**src/rtl/char_scanner_pkg.sv**
```systemverilog
// char_scanner_pkg
//   Shared types and constants for the multi-digit character scanner:
//   the scan state enum, the character code width, the largest supported
//   digit count, and the counter width helper used to size idx and slot.
package char_scanner_pkg;

    // Literals carry a prefix because the top level has a parameter named GAP.
    typedef enum logic {
        ST_SHOW = 1'b0,
        ST_GAP  = 1'b1
    } scan_state_t;

    localparam int CHAR_W     = 4;
    localparam int MAX_DIGITS = 8;

    // Width of a counter that must hold 0..n-1 (never narrower than 1 bit).
    function automatic int cnt_w(input int n);
        return (n <= 2) ? 1 : $clog2(n);
    endfunction

endpackage

```
**src/rtl/char_blank_mask.sv**
```systemverilog
// char_blank_mask
//   Combinational blank-vector generator for the character scanner.
//   A digit is blank when its blank_mask bit is set, or, with leading-zero
//   suppression enabled, when it and every more significant digit are zero.
//   Digit 0 is never suppressed so a zero word still shows a single "0".
// Ports:
//   active     in  CHAR_W*DIGITS  displayed word, digit DIGITS-1 most significant
//   blank_mask in  DIGITS         per-digit forced blank
//   blank      out DIGITS         1 = digit i is not shown in its slot
module char_blank_mask
    import char_scanner_pkg::*;
#(
    parameter int DIGITS      = 4,
    parameter int LZ_SUPPRESS = 1
) (
    input  logic [CHAR_W*DIGITS-1:0] active,
    input  logic [DIGITS-1:0]        blank_mask,
    output logic [DIGITS-1:0]        blank
);

    logic lead_zero;

    // Walk from the most significant digit down; lead_zero stays set only
    // while every digit seen so far is zero.
    always_comb begin
        lead_zero = 1'b1;
        blank     = blank_mask;
        for (int i = DIGITS - 1; i >= 0; i--) begin
            lead_zero = lead_zero & (active[CHAR_W*i +: CHAR_W] == '0);
            if ((LZ_SUPPRESS != 0) && (i != 0) && lead_zero) begin
                blank[i] = 1'b1;
            end
        end
    end

endmodule

```
**src/rtl/char_scanner.sv**
```systemverilog
// char_scanner
//   Parametrised multi-digit character scanner for the 7-segment path.
//   Latches a packed word of 4-bit codes and time-multiplexes it onto a
//   single char output, MSB digit first, DWELL cycles per digit followed by
//   GAP blank cycles. New words are shadowed and only promoted to the
//   displayed word at a frame boundary, so a frame never mixes two words.
// Ports:
//   clock       in  1              rising-edge system clock
//   reset       in  1              synchronous, active-high
//   load        in  1              capture Data_in this cycle
//   Data_in     in  4*DIGITS       packed codes, digit i = Data_in[4i+3:4i]
//   blank_mask  in  DIGITS         live per-digit forced blank
//   char        out 4              current character code (0 when blank)
//   digit_sel   out DIGITS         one-hot digit enable (0 when blank / gap)
//   char_valid  out 1              char/digit_sel drive a visible digit
//   frame_start out 1              pulse on the first output cycle of a frame
module char_scanner
    import char_scanner_pkg::*;
#(
    parameter int DIGITS      = 4,
    parameter int DWELL       = 3,
    parameter int GAP         = 1,
    parameter int LZ_SUPPRESS = 1
) (
    input  logic                     clock,
    input  logic                     reset,
    input  logic                     load,
    input  logic [CHAR_W*DIGITS-1:0] Data_in,
    input  logic [DIGITS-1:0]        blank_mask,
    output logic [CHAR_W-1:0]        char,
    output logic [DIGITS-1:0]        digit_sel,
    output logic                     char_valid,
    output logic                     frame_start
);

    localparam int WORD_W = CHAR_W * DIGITS;
    localparam int IDX_W  = cnt_w(DIGITS);
    localparam int SLOT_W = cnt_w((DWELL > GAP) ? DWELL : GAP);

    localparam logic [IDX_W-1:0]  IDX_TOP    = IDX_W'(DIGITS - 1);
    localparam logic [SLOT_W-1:0] DWELL_LAST = SLOT_W'(DWELL - 1);
    localparam logic [SLOT_W-1:0] GAP_LAST   = SLOT_W'((GAP > 0) ? GAP - 1 : 0);

    scan_state_t       state, state_nx;
    logic [IDX_W-1:0]  idx, idx_nx, idx_step;
    logic [SLOT_W-1:0] slot, slot_nx;

    logic [WORD_W-1:0] active;
    logic [WORD_W-1:0] shadow;
    logic              pending;
    logic              boundary;

    logic [DIGITS-1:0] blank;
    logic              visible;
    logic              frame_top;

    logic [CHAR_W-1:0] char_nx;
    logic [DIGITS-1:0] digit_sel_nx;

    logic [CHAR_W-1:0] char_p1;
    logic [DIGITS-1:0] digit_sel_p1;
    logic              vld_p1;
    logic              frame_start_p1;

    char_blank_mask #(
        .DIGITS      (DIGITS),
        .LZ_SUPPRESS (LZ_SUPPRESS)
    ) u_blank (
        .active     (active),
        .blank_mask (blank_mask),
        .blank      (blank)
    );

    // ---- stage p0: scan state, counters, word registers ----

    always_ff @(posedge clock) begin
        if (reset) begin
            state <= ST_SHOW;
            idx   <= IDX_TOP;
            slot  <= '0;
        end else begin
            state <= state_nx;
            idx   <= idx_nx;
            slot  <= slot_nx;
        end
    end

    // Scan order runs MSB first and wraps from digit 0 back to the top.
    assign idx_step = (idx == '0) ? IDX_TOP : idx - IDX_W'(1);

    always_comb begin
        state_nx = state;
        idx_nx   = idx;
        slot_nx  = slot;
        case (state)
            ST_SHOW: begin
                if (slot == DWELL_LAST) begin
                    slot_nx = '0;
                    if (GAP == 0) begin
                        idx_nx = idx_step;
                    end else begin
                        state_nx = ST_GAP;
                    end
                end else begin
                    slot_nx = slot + SLOT_W'(1);
                end
            end
            ST_GAP: begin
                if (slot == GAP_LAST) begin
                    state_nx = ST_SHOW;
                    idx_nx   = idx_step;
                    slot_nx  = '0;
                end else begin
                    slot_nx = slot + SLOT_W'(1);
                end
            end
            default: begin
                state_nx = ST_SHOW;
                idx_nx   = IDX_TOP;
                slot_nx  = '0;
            end
        endcase
    end

    // The boundary is the edge that lands the scan on the top digit's first
    // slot, i.e. the edge that starts the next frame.
    assign boundary = (state_nx == ST_SHOW) && (idx_nx == IDX_TOP) && (slot_nx == '0);

    // A load on the boundary edge goes straight to the display; any other
    // load is parked in the shadow (last one wins) until the next boundary.
    always_ff @(posedge clock) begin
        if (reset) begin
            active  <= '0;
            shadow  <= '0;
            pending <= 1'b0;
        end else begin
            if (load) begin
                shadow <= Data_in;
            end
            if (boundary) begin
                if (load) begin
                    active <= Data_in;
                end else if (pending) begin
                    active <= shadow;
                end
                pending <= load;
            end else if (load) begin
                pending <= 1'b1;
            end
        end
    end

    // Output decode from the pre-edge scan state.
    always_comb begin
        visible      = (state == ST_SHOW) && !blank[idx];
        frame_top    = (state == ST_SHOW) && (idx == IDX_TOP) && (slot == '0);
        char_nx      = '0;
        digit_sel_nx = '0;
        if (visible) begin
            char_nx      = active[CHAR_W*int'(idx) +: CHAR_W];
            digit_sel_nx = DIGITS'(1) << idx;
        end
    end

    // ---- stage p1: registered outputs ----

    always_ff @(posedge clock) begin
        if (reset) begin
            char_p1        <= '0;
            digit_sel_p1   <= '0;
            vld_p1         <= 1'b0;
            frame_start_p1 <= 1'b0;
        end else begin
            char_p1        <= char_nx;
            digit_sel_p1   <= digit_sel_nx;
            vld_p1         <= visible;
            frame_start_p1 <= frame_top;
        end
    end

    assign char        = char_p1;
    assign digit_sel   = digit_sel_p1;
    assign char_valid  = vld_p1;
    assign frame_start = frame_start_p1;

endmodule
```
**config.mk**
```make
export PLATFORM = sky130hd
export DESIGN_NAME = char_scanner
export DESIGN_NICKNAME = d
export VERILOG_FILES = /design/src/rtl/char_scanner_pkg.sv /design/src/rtl/char_blank_mask.sv /design/src/rtl/char_scanner.sv
export SDC_FILE = /design/constraint.sdc
export NUM_CORES = 1
export LEC_CHECK = 0
export BUFFER_PORTS_ARGS = -buffer_cell sky130_fd_sc_hd__buf_2
export CORE_MARGIN = 3
export CORE_UTILIZATION = 46
export CTS_CLUSTER_SIZE = 28
export DETAILED_ROUTE_END_ITERATION = 8
export GPL_ROUTABILITY_DRIVEN = 0
export PLACE_DENSITY_LB_ADDON = 0.12
export SLEW_MARGIN = 15
export SYNTH_ARGS = -nofsm -noshare
export SYNTH_HDL_FRONTEND = slang
export SYNTH_HIERARCHICAL = 1
export SYNTH_SLANG_ARGS = --single-unit
export TNS_END_PERCENT = 100
```
**constraint.sdc**
```tcl
create_clock -name clock -period 2.2 [get_ports clock]
set_input_delay 0 -clock clock [delete_from_list [all_inputs] [get_ports clock]]
set_output_delay 0 -clock clock [all_outputs]
set_load 0.05 [all_outputs]
```
Yosys cells after proc, flatten, opt, wreduce, memory -nomap -nowiden
Cells that the tools add are included.
{ "totals": {"input_bits": 23, "output_inout_bits": 10, "register_bits": 48, "word_cells": 57} }
{ "op_classes": {"order_cmp": 1, "muxes": 18, "n_addsub": 2, "n_shift": 2, "n_eq_ne": 3, "n_bitwise": 5, "n_reduce_logical": 16} }
{ "ops": {"columns": ["op", "n"], "rows": [
  ["$mux W16", 2],
  ["$shiftx A16 B5 Y4", 1],
  ["$logic_not A4 Y1", 3],
  ["$mux W2", 5],
  ["$mux W1", 8],
  ["$eq A2 B2 Y1 const B", 3],
  ["$logic_not A2 Y1", 3],
  ["$logic_and A1 B1 Y1", 5],
  ["$pmux W2 S2", 1],
  ["$reduce_bool A2 Y1", 2],
  ["$shl A1 B2 Y4 const A", 1],
  ["$lt A2 B3 Y1 const B", 1],
  ["$not A1 Y1", 3],
  ["$add A2 B1 Y2 const B", 1],
  ["$and A1 B1 Y1", 2],
  ["$bmux W1 S2", 1],
  ["$pmux W1 S2", 1],
  ["$reduce_and A2 Y1", 1],
  ["$reduce_or A2 Y1", 1],
  ["$sub A2 B1 Y2 const B", 1],
  ["$logic_not A1 Y1", 1]
]} }

Longest topological paths before layout
Gate-level depths: netlist of the first run.
{ "depth": {"ltp_word": 10, "ltp_mapped": 8} }

Modules after synthesis
Netlist of the first run, hierarchy kept.
{ "modules_own_cells": {"columns": ["mod", "seq_area_each_um2", "area_per_inst_um2", "cells_each", "instances"], "rows": [
  ["char_scanner", 960.9, 2004.4, 183, 1],
  ["char_blank_mask", 0.0, 56.3, 7, 1]
]} }

Worst setup path after synthesis of the first run
OpenSTA, ideal clock, no wires.
{ "synth_timing": {"kind": "reg2reg", "from": "reg idx[0]", "to": "reg active[0]", "arrival_time_ns": 2.211, "path_stages_with_launch": 9, "period_less_slack_ns": 2.332, "required_time_ns": 2.079, "setup_time_ns": 0.121, "n_path_buf": 2, "path_slack_ns": -0.132, "path_cell_list": "dfxtp_1 -> buf_2 -> inv_1 -> ha_1 -> and4bb_1 -> a211oi_2 -> nor4_4 -> buf_8 -> mux2_4"} }
{ "synth_between": {"elab_chain_cells": 8} }
{ "synth_lines": {"columns": ["item", "line_no", "rtl"], "rows": [
  ["from (decl)", "char_scanner.sv:45", "logic [IDX_W-1:0] idx, idx_nx, idx_step;"],
  ["from (signal assigned)", "char_scanner.sv:83", "idx <= idx_nx;"],
  ["$sub A2 B1 Y2 or $logic_not A2 Y1 (tied branches)", "char_scanner.sv:89", "assign idx_step = (idx == '0) ? IDX_TOP : idx - IDX_W'(1);"],
  ["$mux W2", "char_scanner.sv:89", null],
  ["$mux W2", "char_scanner.sv:109", "if (slot == GAP_LAST) begin"],
  ["$mux W2 *", "char_scanner.sv:95", "case (state)"],
  ["$eq A2 B2 Y1 *", "char_scanner.sv:127", "assign boundary = (state_nx == ST_SHOW) && (idx_nx == IDX_TOP) && (slot_nx == '0);"],
  ["$logic_and A1 B1 Y1 * (2 in series)", "char_scanner.sv:127", null],
  ["$reduce_and A2 Y1 (no source line) *", null, null],
  ["to (signal assigned)", "char_scanner.sv:142", "active <= Data_in;"],
  ["to (signal assigned)", "char_scanner.sv:144", "active <= shadow;"],
  ["to (decl)", "char_scanner.sv:48", "logic [WORD_W-1:0] active;"]
]} }
Mark *: on every way between the ends. The rest lies on a longest branch, timed or not.
A chain may end at the register's enable or synchronous reset.

Worst setup path after layout of the first run
{ "layout_timing": {"from": "reg slot[0]", "to": "reg active[6]"} }
{ "layout_between": {"elab_chain_cells": 7} }
{ "layout_lines": {"columns": ["item", "line_no", "rtl"], "rows": [
  ["from (decl)", "char_scanner.sv:46", "logic [SLOT_W-1:0] slot, slot_nx;"],
  ["from (signal assigned)", "char_scanner.sv:84", "slot <= slot_nx;"],
  ["branches (longest 5 deep; another with $add A2 B1 Y2)", null, null],
  ["$logic_and A1 B1 Y1 *", "char_scanner.sv:127", null],
  ["$reduce_and A2 Y1 (no source line) *", null, null]
]} }
Mark *: on every way between the ends.

==> impl_metrics.env, run 1 <==
export IMPL_hold_ws_ns=-0.00156
export IMPL_place_hpwl_mm=2.80
export IMPL_core_sq_um=4170
export IMPL_period_needed_ns=2.01
export IMPL_grt_overflow_total=0
export IMPL_status="finished, violations left"
export IMPL_required_ns=2.39
export IMPL_syn_to_final_growth_pct=19.6
export IMPL_startpoint_type="register"
export IMPL_antenna_found_initial=0
export IMPL_max_cap_viol_count=0
export IMPL_yosysSeqAreaShare_pct=46.6
export IMPL_fin_skew_ns=0.00420
export IMPL_finalCritPeriodShare_pct=91.2
export IMPL_cts_sinks=48
export IMPL_antenna_diode_count=0
export IMPL_synth_edf_count=0
export IMPL_worst_pin_slew_ns=0.693
export IMPL_finalSetupViolations=0
export IMPL_failed_checks="negative hold slack"
export IMPL_r2r_slack_ns=0.19
export IMPL_min_to="shadow[6]$_SDFFE_PP0P_"
export IMPL_preCtsSetupSlack_ns=0.214
export IMPL_path_clk_slew_ns=0.09
export IMPL_setup_tns_ns=0
export IMPL_synthArstFlopShare_pct=0
export IMPL_final_common_cell="dfxtp_1"
export IMPL_die_w_um=72.9
export IMPL_hold_class="in -> reg"
export IMPL_start_util_pct=49.4
export IMPL_drive_above_1_share_pct=29.9
export IMPL_vias=1441
export IMPL_cts_htree_levels=2
export IMPL_min_delay_path_depth=3
export IMPL_critPathMaxFanout=9
export IMPL_syn_nets=219
export IMPL_syn_inst=190
export IMPL_grt_pass1_wl_mm=6.56
export IMPL_cts_root_buffer="clkbuf_8"
export IMPL_min_from="Data_in[6]"
export IMPL_final_nets=262
export IMPL_r2r_start="slot[0]$_SDFF_PP0_"
export IMPL_final_util_pct=59.1
export IMPL_p_leak_uw=0.00116
export IMPL_io_buffers=32
export IMPL_drt_met1_wl_mm=1.81
export IMPL_grt_usage_pct=16.1
export IMPL_endpoint_kind="register"
export IMPL_cts_tree="done"
export IMPL_rr_worst_depth=7
export IMPL_arrival_ns=2.20
export IMPL_io_pins=33
export IMPL_ir_worst_vdd_v=0.000413
export IMPL_path_class="reg -> reg"
export IMPL_relSlewSlack_pct=53.8
export IMPL_rr_endpoint="active[6]$_SDFFE_PP0P_"
export IMPL_post_drt_wl_per_cell_um=13.7
export IMPL_report_final_hold_viol_count=1
export IMPL_p_per_area_nw_per_um2=793
export IMPL_synth_area_per_cell_sq_um=10.8
export IMPL_cts_path_max_buffers=2
export IMPL_ant_nets=0
export IMPL_fp_dieArea_sq_um=5320
export IMPL_wl_met2_mm=1.83
export IMPL_max_freq_mhz=498
export IMPL_yosysWarningCount=6
export IMPL_grt_max_degree=40
export IMPL_drt_initial_drc_count=126
export IMPL_synth_seq_cells=48
export IMPL_synth_distinct_cells=33
export IMPL_viasPerCell=5.07
export IMPL_rsz0062_at_grt="no"
export IMPL_rows=23
export IMPL_finalWorstSetupSlack_ns=0.193
export IMPL_cts_setup_buffers=0
export IMPL_highest_layer="met4"
export IMPL_remaining_drc_errors=0
export IMPL_grt_pass1_vias=1454
export IMPL_wl_met3_um=217
export IMPL_numCtsBuffers=5
export IMPL_maxSlewViolCount=0
export IMPL_synth_area_sq_um=2060
export IMPL_die_h_um=72.9
export IMPL_most_common_layout_cells="48 x dfxtp_1, 32 x buf_2, 28 x nor2_1"
export IMPL_dr_pass1_iters=4
export IMPL_p_total_uw=1950
export IMPL_ys_flop_type="dfxtp_1"
export IMPL_clk_latency_ns=0.30
export IMPL_routed_wl_mm=3.90
## logic make-up (layout without fill, tap and decap cells)
logic type,count (synthesis),after routing,share of synthesized area (%)
AO/OA/AOI/OAI,18,18,6.38
adder cells (fa/ha/maj),6,6,3.64
buffers and inverters,17,61,4.37
flip-flops,48,48,46.6
multiplexers,40,40,22.3
AND/OR/NAND/NOR,61,61,16.7
## worst max-delay path, cell delays in order, from the launching register on
cell and delay [ns]:
dfxtp_1 0.39, inv_1 0.10, ha_1 0.25, nand2_1 0.13, mux2i_1 0.16, nor4_4 0.30, buf_4 0.26, mux2_4 0.31
## cells in the mapped netlist, types with 2 or more instances
master	count	share of area (%)
nor4_1	2	0.61
buf_2	3	0.73
dfxtp_1	48	47
nor2b_1	17	5.2
mux2_4	10	7.3
and4bb_1	2	1.2
and3_2	2	0.73
o21a_1	2	0.73
nand2_1	2	0.36
nand2b_1	3	0.91
mux2i_1	23	11
clkbuf_1	6	1.1
ha_1	6	3.6
nor2_1	28	5.1
inv_1	5	0.91
mux2_2	7	3.8
a21oi_1	2	0.49
o21ai_0	4	0.97
a22oi_1	4	1.5
## sequential cells by signal, summed over array words and instances (netlist names), 2 cells and up
signal and cells:
active 16, slot 2, idx 2, digit_sel 4, char 4, shadow 16
## timing repair
item                                    CTS  global route
gates resized for setup                   0             0
endpoints found under the setup margin    0             0
hold buffers                             10             0
hold endpoints to repair                 10             0
## final cells by class
class | count | area [sq um]
Clock buffer | 6 | 72.6
Multi-Input combinational cell | 125 | 1010
Timing Repair Buffer | 48 | 305
Sequential cell | 48 | 961
Inverter | 5 | 18.8
Fill cell | 336 | 1710
Clock inverter | 2 | 35.0
Tap cell | 50 | 62.6
## where the power goes
group	total [uW]	internal, uW	leakage [uW]	switching (uW)
clock network	621	337	0.0000552	283
logic	374	187	0.000709	188
registers	959	928	0.000392	31.2
## through the flow
step / area (sq um) / instances / hold slack [ns]
2_1_floorplan: 2060 / 190 / 0.176
6_report: 2460 / 284 / -0.00156
3_5_place_dp: 2260 / 266 / 0.288
3_3_place_gp: 2260 / 266 / 0.266
4_1_cts: 2460 / 284 / 0.00342
5_1_grt: 2460 / 284 / 0.0402
## metal layers
layer  vias to the layer above  GRT usage, %
li1                        736             -
met1                       661          19.9
met2                        38          27.0
met3                         6          3.31
met4                         0          6.76
met5                         -             0
## worst max path at each step
stage               cells after the start  slack, ns                from                     end
detailed placement                      7       0.21  slot[0]$_SDFF_PP0_  active[5]$_SDFFE_PP0P_
finish                                  7       0.19  slot[0]$_SDFF_PP0_  active[6]$_SDFFE_PP0P_
global route                            7       0.08  slot[0]$_SDFF_PP0_  active[5]$_SDFFE_PP0P_
CTS                                     7       0.20  slot[0]$_SDFF_PP0_  active[5]$_SDFFE_PP0P_
floorplan                               8      0.005   idx[0]$_SDFF_PP1_  active[0]$_SDFFE_PP0P_
global placement                        7       0.27  slot[0]$_SDFF_PP0_  active[2]$_SDFFE_PP0P_
Note: power is estimated with default switching activity, not from simulation.
==> run 2, diff against run 1 <==
--- a/config.mk
+++ b/config.mk
@@ -7,7 +7,7 @@
 export LEC_CHECK = 0
 export BUFFER_PORTS_ARGS = -buffer_cell sky130_fd_sc_hd__buf_2
 export CORE_MARGIN = 3
-export CORE_UTILIZATION = 46
+export CORE_UTILIZATION = 45
 export CTS_CLUSTER_SIZE = 28
 export DETAILED_ROUTE_END_ITERATION = 8
 export GPL_ROUTABILITY_DRIVEN = 0
==> impl_metrics.env, run 2 (synthesized netlist as in run 1, its figures left out) <==
export IMPL_status="completed"
export IMPL_viasPerCell=5.07
export IMPL_finalCritPeriodShare_pct=92.1
export IMPL_cts_setup_buffers=0
export IMPL_post_drt_wl_per_cell_um=13.8
export IMPL_holdBufCountCts=10
export IMPL_most_common_layout_cells="48 x dfxtp_1, 32 x buf_2, 28 x nor2_1"
export IMPL_required_ns=2.39
export IMPL_io_pins=33
export IMPL_cts_path_max_buffers=2
export IMPL_grt_usage_pct=15.5
export IMPL_path_buf_inv=2
export IMPL_period_needed_ns=2.03
export IMPL_path_clk_slew_ns=0.08
export IMPL_critPathMaxFanout=9
export IMPL_core_sq_um=4200
export IMPL_path_cells="inv_1 -> ha_1 -> nand2_1 -> mux2i_1 -> nor4_4 -> buf_4 -> mux2_4"
export IMPL_cts_root_buffer="clkbuf_8"
export IMPL_grt_pass1_vias=1332
export IMPL_grt_pass1_wl_mm=6.38
export IMPL_max_freq_mhz=494
export IMPL_ant_nets=0
export IMPL_placed_cells=266
export IMPL_report_final_hold_viol_count=0
export IMPL_vias=1424
export IMPL_drive_above_1_share_pct=29.4
export IMPL_place_hpwl_mm=2.80
export IMPL_routed_wl_mm=3.87
export IMPL_drt_initial_drc_count=81
export IMPL_cts_sinks=48
export IMPL_cts_tree="done"
export IMPL_numCtsBuffers=5
export IMPL_endpoint_kind="register"
export IMPL_rsz0062_at_grt="no"
export IMPL_setup_tns_ns=0
export IMPL_fin_cells=281
export IMPL_fin_skew_ns=0.00415
export IMPL_worst_pin_slew_ns=0.683
export IMPL_arrival_ns=2.21
export IMPL_syn_to_final_growth_pct=17.7
export IMPL_cts_htree_levels=2
export IMPL_crit_family="multiplexers"
export IMPL_antenna_diode_count=0
export IMPL_remaining_drc_errors=0
export IMPL_start_util_pct=49.0
export IMPL_cts_resized=0
export IMPL_fillers=364
export IMPL_largest_registers="active x16, shadow x16"
export IMPL_multi_input_area_sq_um=1010
export IMPL_die_h_um=73.7
export IMPL_p_leak_uw=0.00114
export IMPL_relSlewSlack_pct=54.5
export IMPL_maxSlewViolCount=0
export IMPL_startpoint_type="register"
export IMPL_io_buffers=32
export IMPL_path_class="reg -> reg"
export IMPL_grt_overflow_total=0
export IMPL_rows=23
export IMPL_finalSetupViolations=0
export IMPL_max_stage_delay_ns=0.40
export IMPL_hold_class="in -> reg"
export IMPL_antenna_found_initial=0
export IMPL_grt_max_degree=40
export IMPL_die_w_um=73.7
export IMPL_p_per_area_nw_per_um2=743
export IMPL_final_nets=262
export IMPL_regArea_sq_um=961
export IMPL_fp_dieArea_sq_um=5430
export IMPL_ir_worst_vdd_v=0.000462
export IMPL_crit_slowest_cell="dfxtp_1"
export IMPL_clk_latency_ns=0.30
export IMPL_max_cap_viol_count=0
export IMPL_dr_pass1_iters=4
export IMPL_final_common_cell="dfxtp_1"
[run 2: final timing paths]
path	from	to	depth (start not counted)	slack [ns]
min	Data_in[5]	shadow[5]$_SDFFE_PP0P_	3	0.002
min reg2reg	idx[0]$_SDFF_PP1_	digit_sel[1]$_SDFF_PP0_	2	0.48
max reg2reg	slot[0]$_SDFF_PP0_	active[5]$_SDFFE_PP0P_	7	0.17
max	slot[0]$_SDFF_PP0_	active[5]$_SDFFE_PP0P_	7	0.17
[run 2: per-layer routing]
layer / routed length (um) / track usage [%] / vias up
met2: 1700 / 23.9 / 39
met1: 1880 / 20.5 / 652
met4: 25 / 3.62 / 0
met3: 269 / 5.88 / 3
li1: - / - / 730
met5: 0 / 0 / -
[run 2: layout make-up]
cell class,instances,area share (%)
repair buffers,48,12.6
flip-flops and latches,48,39.6
inverters,5,0.774
clock buffers,5,2.84
well taps,50,2.58
multi-input cells,125,41.6
[run 2: worst reg2reg max path, stage by stage, from the launching register on]
cell,delay (ns)
dfxtp_1,0.40
inv_1,0.10
ha_1,0.24
nand2_1,0.13
mux2i_1,0.17
nor4_4,0.30
buf_4,0.26
mux2_4,0.32
[run 2: stage by stage]
| stage | worst slack [ns] | total power, uW | hold WS [ns] | instance area [sq um] | util [%] |
|---|---|---|---|---|---|
| final | 0.174 | 1800 | 0.00162 | 2430 | 57.7 |
| after global routing | 0.0260 | 1900 | 0.0148 | 2430 | 57.7 |
| after CTS | 0.177 | 1820 | 0.00107 | 2430 | 57.7 |
| after detailed placement | 0.190 | 1340 | 0.287 | 2260 | 53.7 |
| after global placement | 0.269 | 1330 | 0.268 | 2260 | 53.7 |
| after floorplan | 0.00466 | 1260 | 0.176 | 2060 | - |
[run 2: report_power, final]
part | switching (uW) | internal (uW)
logic | 190 | 187
registers | 30.6 | 928
clock network | 263 | 205
total | 483 | 1320
==> run 3, diff against run 2 <==
--- a/config.mk
+++ b/config.mk
@@ -6,7 +6,7 @@
 export NUM_CORES = 1
 export LEC_CHECK = 0
 export BUFFER_PORTS_ARGS = -buffer_cell sky130_fd_sc_hd__buf_2
-export CORE_MARGIN = 3
+export CORE_MARGIN = 1
 export CORE_UTILIZATION = 45
 export CTS_CLUSTER_SIZE = 28
 export DETAILED_ROUTE_END_ITERATION = 8
==> impl_metrics.env, run 3 (synthesized netlist as in run 1, its figures left out) <==
export IMPL_status="completed"
export IMPL_place_hpwl_mm=2.81
export IMPL_report_final_hold_viol_count=0
export IMPL_post_drt_wl_per_cell_um=14.2
export IMPL_min_from="Data_in[14]"
export IMPL_remaining_drc_errors=0
export IMPL_p_int_uw=1370
export IMPL_max_cap_viol_count=0
export IMPL_endpoint_kind="register"
export IMPL_critPathMaxFanout=16
export IMPL_most_common_layout_cells="48 x dfxtp_1, 32 x buf_2, 28 x nor2_1"
export IMPL_clk_latency_ns=0.29
export IMPL_antenna_diode_count=0
export IMPL_largest_registers="active x16, shadow x16"
export IMPL_crit_start="slot[0]$_SDFF_PP0_"
export IMPL_grt_max_degree=40
export IMPL_fp_dieArea_sq_um=4850
export IMPL_io_buffers=32
export IMPL_p_sw_uw=505
export IMPL_viasPerCell=5.13
export IMPL_path_class="reg -> reg"
export IMPL_cts_tree="done"
export IMPL_p_per_area_nw_per_um2=771
export IMPL_max_freq_mhz=485
export IMPL_final_nets=258
export IMPL_start_util_pct=47.0
export IMPL_arrival_ns=2.24
export IMPL_drive_above_1_share_pct=30.4
export IMPL_cts_sinks=48
export IMPL_drt_initial_drc_count=88
export IMPL_core_sq_um=4380
export IMPL_rows=24
export IMPL_die_h_um=69.7
export IMPL_cts_setup_buffers=0
export IMPL_relSlewSlack_pct=53.0
export IMPL_required_ns=2.38
export IMPL_cts_htree_levels=2
export IMPL_cts_path_max_buffers=2
export IMPL_vias=1447
export IMPL_grt_usage_pct=17.6
export IMPL_seqPwrFrac_pct=51.3
export IMPL_path_clk_slew_ns=0.09
export IMPL_p_leak_uw=0.00114
export IMPL_die_w_um=69.7
export IMPL_netSwitchingFraction_pct=27.0
export IMPL_worst_pin_slew_ns=0.705
export IMPL_finalSetupViolations=0
export IMPL_io_pins=33
export IMPL_grt_pass1_wl_mm=6.72
export IMPL_maxSlewViolCount=0
export IMPL_fin_skew_ns=0.00783
export IMPL_finalCritPeriodShare_pct=93.7
export IMPL_ant_nets=0
export IMPL_setup_tns_ns=0
export IMPL_final_common_cell="dfxtp_1"
export IMPL_r2r_start="slot[0]$_SDFF_PP0_"
export IMPL_grt_pass1_vias=1464
export IMPL_hold_ws_ns=0.00295
export IMPL_grt_overflow_total=0
export IMPL_pwr_share_comb_pct=20.4
export IMPL_syn_to_final_growth_pct=17.8
export IMPL_antenna_found_initial=0
export IMPL_startpoint_type="register"
export IMPL_ir_worst_vdd_v=0.000436
export IMPL_routed_wl_mm=4.00
export IMPL_rsz0062_at_grt="no"
export IMPL_cts_root_buffer="clkbuf_8"
export IMPL_dr_pass1_iters=4
export IMPL_numCtsBuffers=5
export IMPL_clockPowerShare_pct=28.4
export IMPL_period_needed_ns=2.06
export IMPL_hold_class="in -> reg"
[run 3: cell types whose count changed in the layout (fill, tap and decap cells not counted), sizes merged]
cell         previous run  this run
buf                    38        37
clkbuf                  5         6
clkinv                  0         2
dlygate4sd3            10         7
[run 3: path summary, 6_finish.rpt]
path / endpoint / slack, ns / cells after the start
hold reg to reg: digit_sel[1]$_SDFF_PP0_ / 0.47 / 2
setup reg to reg: active[14]$_SDFFE_PP0P_ / 0.14 / 7
hold / removal: shadow[14]$_SDFFE_PP0P_ / 0.003 / 3
setup / recovery: active[14]$_SDFFE_PP0P_ / 0.14 / 7
[run 3: power by group through the flow]
stage | logic (uW) | clock network, uW | registers, uW
2_1_floorplan | 264 | 0 | 997
3_3_place_gp | 358 | 0 | 977
3_5_place_dp | 373 | 0 | 979
4_1_cts | 384 | 551 | 959
5_1_grt | 412 | 589 | 965
6_report | 381 | 531 | 959
[run 3: cell type report]
type / instances / area (sq um)
Clock buffer: 6 / 82.6
Timing Repair Buffer: 44 / 280
Tap cell: 52 / 65.1
Sequential cell: 48 / 961
Inverter: 5 / 18.8
Multi-Input combinational cell: 125 / 1010
Fill cell: 395 / 1960
Clock inverter: 2 / 10.0
[run 3: what timing repair did]
| item | in CTS | in global routing |
|---|---|---|
| gates resized for setup | 0 | 0 |
| hold buffers | 7 | 0 |
| endpoints found under the hold margin | 7 | 0 |
[run 3: layer usage]
layer / up-vias / GRT usage, % / share of wire [%]
met4: 0 / 6.00 / 1.3
li1: 723 / - / -
met3: 7 / 3.63 / 5.2
met5: - / 0 / 0
met1: 681 / 22.2 / 46
met2: 36 / 29.8 / 47
[run 3: worst max-delay path, cell delays in order, from the launching register on]
cell and delay, ns:
dfxtp_1 0.41, inv_1 0.10, ha_1 0.24, nand2_1 0.13, mux2i_1 0.16, nor4_4 0.35, buf_12 0.21, mux2_2 0.35
[run 3: per-stage QoR]
stage          total power [uW]  cell area (sq um)  worst slack, ns  util (%)  instances
2_1_floorplan              1260               2060          0.00466         -        190
3_3_place_gp               1330               2260            0.257      51.7        267
3_5_place_dp               1350               2260            0.176      51.7        267
4_1_cts                    1890               2430            0.143      55.4        282
5_1_grt                    1970               2430           0.0803      55.4        282
6_report                   1870               2430            0.139      55.4        282
